==> config.mk <==
export PLATFORM = sky130hd
export DESIGN_NAME = uart_byte_tx
export DESIGN_NICKNAME = d
export VERILOG_FILES = /design/src/rtl/uart_pkg.sv /design/src/rtl/uart_bit_timer.sv /design/src/rtl/uart_byte_tx.sv
export SDC_FILE = /design/constraint.sdc
export NUM_CORES = 1
export LEC_CHECK = 0
export ABC_CLOCK_PERIOD_IN_PS = 4500
export CORE_ASPECT_RATIO = 0.6
export CORE_UTILIZATION = 45
export CTS_BUF_LIST = sky130_fd_sc_hd__clkbuf_4
export DETAILED_ROUTE_END_ITERATION = 10
export SYNTH_ARGS = -nofsm -noshare
export SYNTH_HDL_FRONTEND = slang
export SYNTH_HIERARCHICAL = 1
export SYNTH_SLANG_ARGS = --single-unit
==> constraint.sdc <==
create_clock -name clk -period 4.5 [get_ports clk]
set_input_delay 1.35 -clock clk [delete_from_list [all_inputs] [get_ports clk]]
set_output_delay 1.35 -clock clk [all_outputs]
set_load 0.01 [all_outputs]
==> src/rtl/uart_pkg.sv <==
// uart_pkg: shared state encoding, parity modes and defaults for the UART transmit path
package uart_pkg;
  typedef enum logic [2:0] {
    S_IDLE   = 3'd0,
    S_START  = 3'd1,
    S_DATA   = 3'd2,
    S_PARITY = 3'd3,
    S_STOP   = 3'd4
  } state_t;
  localparam int PAR_NONE = 0;
  localparam int PAR_ODD = 1;
  localparam int PAR_EVEN = 2;
  localparam int DEF_CLKS_PER_BIT = 434;
  function automatic logic par_bit(input int mode, input logic [7:0] d);
    return (mode == PAR_ODD) ? ~^d : ^d;
  endfunction
endpackage

==> src/rtl/uart_bit_timer.sv <==
// uart_bit_timer: free-running bit-period counter, pulses bit_end on the last cycle of each bit
module uart_bit_timer
  import uart_pkg::*;
#(
  parameter int CLKS_PER_BIT = DEF_CLKS_PER_BIT
) (
  input  logic clk,
  input  logic rst,
  input  logic run,
  output logic bit_end
);
  localparam logic [15:0] LAST = 16'(CLKS_PER_BIT - 1);
  logic [15:0] cnt;
  assign bit_end = run && (cnt == LAST);
  always_ff @(posedge clk or negedge rst)
    if (!rst) cnt <= '0;
    else cnt <= (run && !bit_end) ? cnt + 16'd1 : '0;
endmodule

==> src/rtl/uart_byte_tx.sv <==
// uart_byte_tx: 8N1 / 8O1 / 8E1 byte serialiser with registered idle-high line
module uart_byte_tx
  import uart_pkg::*;
#(
  parameter int CLKS_PER_BIT = DEF_CLKS_PER_BIT,
  parameter int PARITY = PAR_NONE
) (
  input  logic       clk,
  input  logic       rst,
  input  logic       tx_start,
  input  logic [7:0] tx_data,
  output logic       rs232_tx,
  output logic       tx_busy,
  output logic       tx_done
);
  localparam logic USE_PAR = (PARITY == PAR_ODD) || (PARITY == PAR_EVEN);
  state_t state, state_d;
  logic [7:0] shreg, shreg_d;
  logic [2:0] bit_idx, bit_idx_d;
  logic par, par_d, tx_d, busy_d, done_d, bit_end;
  uart_bit_timer #(.CLKS_PER_BIT(CLKS_PER_BIT)) u_timer (
    .clk(clk),
    .rst(rst),
    .run(state != S_IDLE),
    .bit_end(bit_end)
  );
  always_ff @(posedge clk or negedge rst)
    if (!rst) begin
      state <= S_IDLE;
      shreg <= '0;
      bit_idx <= '0;
      par <= 1'b0;
      rs232_tx <= 1'b1;
      tx_busy <= 1'b0;
      tx_done <= 1'b0;
    end else begin
      state <= state_d;
      shreg <= shreg_d;
      bit_idx <= bit_idx_d;
      par <= par_d;
      rs232_tx <= tx_d;
      tx_busy <= busy_d;
      tx_done <= done_d;
    end
  // the line value for the next bit is computed here so rs232_tx stays a pure flop output
  always_comb begin
    state_d = state;
    shreg_d = shreg;
    bit_idx_d = bit_idx;
    par_d = par;
    tx_d = rs232_tx;
    busy_d = tx_busy;
    done_d = 1'b0;
    case (state)
      S_IDLE: begin
        tx_d = 1'b1;
        if (tx_start) begin
          shreg_d = tx_data;
          par_d = par_bit(PARITY, tx_data);
          busy_d = 1'b1;
          tx_d = 1'b0;
          state_d = S_START;
        end
      end
      S_START:
        if (bit_end) begin
          state_d = S_DATA;
          tx_d = shreg[0];
          bit_idx_d = '0;
        end
      S_DATA:
        if (bit_end) begin
          if (bit_idx == 3'd7) begin
            state_d = USE_PAR ? S_PARITY : S_STOP;
            tx_d = USE_PAR ? par : 1'b1;
          end else begin
            shreg_d = shreg >> 1;
            bit_idx_d = bit_idx + 3'd1;
            tx_d = shreg[1];
          end
        end
      S_PARITY:
        if (bit_end) begin
          state_d = S_STOP;
          tx_d = 1'b1;
        end
      S_STOP:
        if (bit_end) begin
          state_d = S_IDLE;
          busy_d = 1'b0;
          done_d = 1'b1;
        end
      default: begin
        state_d = S_IDLE;
        tx_d = 1'b1;
        busy_d = 1'b0;
      end
    endcase
  end
endmodule

==> metrics <==
GRT Total Usage=0.189; WHS Path Cells=2; largest cells by area after synthesis=dfrtp_1 (46%), mux2i_1 (5.7%), xnor2_1 (5.0%); layout cells sized above 1=0.149; number of cells on the critical path=1; post-layout min period=2.78 ns; clk_skew=0.00830 ns; CTS sink cnt=33; most instantiated library cell after synthesis=dfrtp_1; WL/cell=14.1 um; clock transition at the registers of the reported paths=0.11 ns; total gr overflow=0; CP cell instances=clkdlybuf4s50_1; FFs w/ async S/R, synth=1.00; ys flop type=dfrtp_1; area of the multi-input gates=858 um^2; filler instances=340; PnR worst setup slack=1.72 ns; most frequent cells after synthesis=dfrtp_1 (32), nor2_1 (21), nand2_1 (17); Mapped Nets=186; Post-Place Setup Slack=1.58 ns; WP data required=3.15 ns; Mean Syn Cell Area=10.3 um^2; Post-CTS Setup Bufs=0; number of diodes=0; 1st-pass router iterations=4; dominant cell type by area after synthesis=dfrtp_1; later-pin clock latency in the skew report=0.34 ns; detailed router's first-iteration violation count=41; # IOs=14; # setup viols final=0; warnings from Yosys=6; outcome=completed; DP HPWL=2370 um; number of buffers added on ports=13; Post-Syn Instances=171; Routed WL=3300 um; Slew HR=0.572; LEAKAGE=0.876 nW; Setup crit start kind=register; cts bufs inserted=5; area delta synth->final=13.6%; worst-margin pin slew=0.642 ns; CP Data Arrival Time=1.43 ns; r2r setup slk=2.24 ns; worst path bufs/invs=1; vias per cell=5.37; Top Family by Delay on Critical Path=flip-flops; post_cts resized=0; Setup CP Type=register to primary output; Post-CTS Hold Fix Bufs=0; crit path max-delay cell type=dfstp_2; gpl congestion=0.830; Max Slew Vio Count=0; synth unique cells=40; CP endpoint kind=primary output; RSZ-0062 raised after global routing=no; register area=827 um^2; vias in the first global route=1161; maximum level of the CTS H-tree=2; core area=3700 um^2; Initial Util=0.475; Cell Rows=17; Max Cap Viol=0; Power Density=271 nW/um^2; CTS tree=built; Final Hold Fails=0; Post-Syn Area=1760 um^2; worst vdd ir=0.187 mV; Die X=82.7 um; DRT antenna net count=0; final hold slack=0.503 ns; initial antenna violation count=0; critical path's largest stage delay=0.56 ns; fin crit share=0.618; drc violations=0; CP Launch Point=rs232_tx$_DFFE_PN1P_; Post-synth EDFFs=0; fin nets=202; global-route wire length before repair=5580 um; clk buf depth=2; worst reg2reg endpoint=shreg[5]$_DFFE_PN0P_; total power=0.542 mW; Seq cells post-synth=33; Synth top area share=0.456; start of the worst register-to-register path=state[0]$_DFFE_PN0P_; die area=4170 um^2; die height=50.4 um; largest net degree at the start of global routing=34; Clk Tree Root Cell=clkbuf_4; Critical path destination=rs232_tx; CP max FO=3; HP Class=register to register; sequential-to-total area share from yosys stat=0.471; Fmax=360 MHz; FF-to-FF path depth=7; Setup TNS=0 ns; Vias=1261
[power by group]
part | internal [mW] | switching (mW) | total, mW
clock network | 0.122 | 0.104 | 0.226
logic | 0.00971 | 0.00897 | 0.0187
registers | 0.297 | 0.000260 | 0.297
[registers in the layout (all words and copies together), names as in the netlist]
| signal | cells |
|---|---|
| rs232_tx | 1 |
| tx_done | 1 |
| u_timer/cnt | 16 |
| state | 3 |
| bit_idx | 3 |
| shreg | 8 |
| tx_busy | 1 |
[layout by cell type, fill, tap and decap left out, types with 2 or more instances in the layout]
cell type	synthesis	final
nor2_1	21	21
xnor2_1	10	10
clkdlybuf4s50_1	0	13
o21ai_2	4	4
nor3_1	5	5
nor4_2	3	3
nand2_1	17	17
o32ai_1	2	2
nor2_2	2	2
clkbuf_4	0	6
nor4_1	3	3
and3_1	2	2
a21oi_1	5	5
ha_1	4	4
o21ai_0	2	2
xor2_1	4	4
o21ai_1	5	5
inv_1	7	7
dfrtp_1	32	32
nand3_1	6	6
nand4_1	5	5
mux2i_1	10	10
[through the flow]
step | instances | util | area, um^2
2_1_floorplan | 171 | - | 1760
3_3_place_gp | 227 | 0.518 | 1920
3_5_place_dp | 227 | 0.518 | 1920
4_1_cts | 235 | 0.539 | 2000
5_1_grt | 235 | 0.539 | 2000
6_report | 235 | 0.539 | 2000
[layer usage]
metal	part of all wire	wire length (um)	global-route usage
met2	0.39	1280	0.234
met4	0.019	62	0.0948
met3	0.041	134	0.0618
met1	0.55	1820	0.284
met5	0	0	0
[logic make-up (layout without fill, tap and decap cells)]
kind of cell,after synthesis,in the layout,synth area share
xor+xnor,14,14,0.0698
simple gates,77,77,0.259
compound gates,19,19,0.0684
flops,33,33,0.471
mux,11,11,0.0634
fa+ha+maj,4,4,0.0285
buf+inv,13,30,0.0406
[worst min path at each step]
| stage | startpoint | end | slack (ns) |
|---|---|---|---|
| final | shreg[4]$_DFFE_PN0P_ | shreg[4]$_DFFE_PN0P_ | 0.50 |
| after global routing | shreg[3]$_DFFE_PN0P_ | shreg[3]$_DFFE_PN0P_ | 0.53 |
| after CTS | shreg[2]$_DFFE_PN0P_ | shreg[2]$_DFFE_PN0P_ | 0.51 |
| after detailed placement | shreg[5]$_DFFE_PN0P_ | shreg[5]$_DFFE_PN0P_ | 0.48 |
| after global placement | shreg[3]$_DFFE_PN0P_ | shreg[3]$_DFFE_PN0P_ | 0.46 |
| after floorplan | shreg[3]$_DFFE_PN0P_ | shreg[3]$_DFFE_PN0P_ | 0.45 |
[layout make-up]
cell class | count | share of cell area
clock buffers | 6 | 0.0226
repair buffers | 14 | 0.0690
flip-flops and latches | 33 | 0.414
multi-input cells | 125 | 0.430
well taps | 47 | 0.0295
inverters | 8 | 0.0176
clock inverters | 2 | 0.0169
No activity file was read; power rests on OpenSTA's default activity.
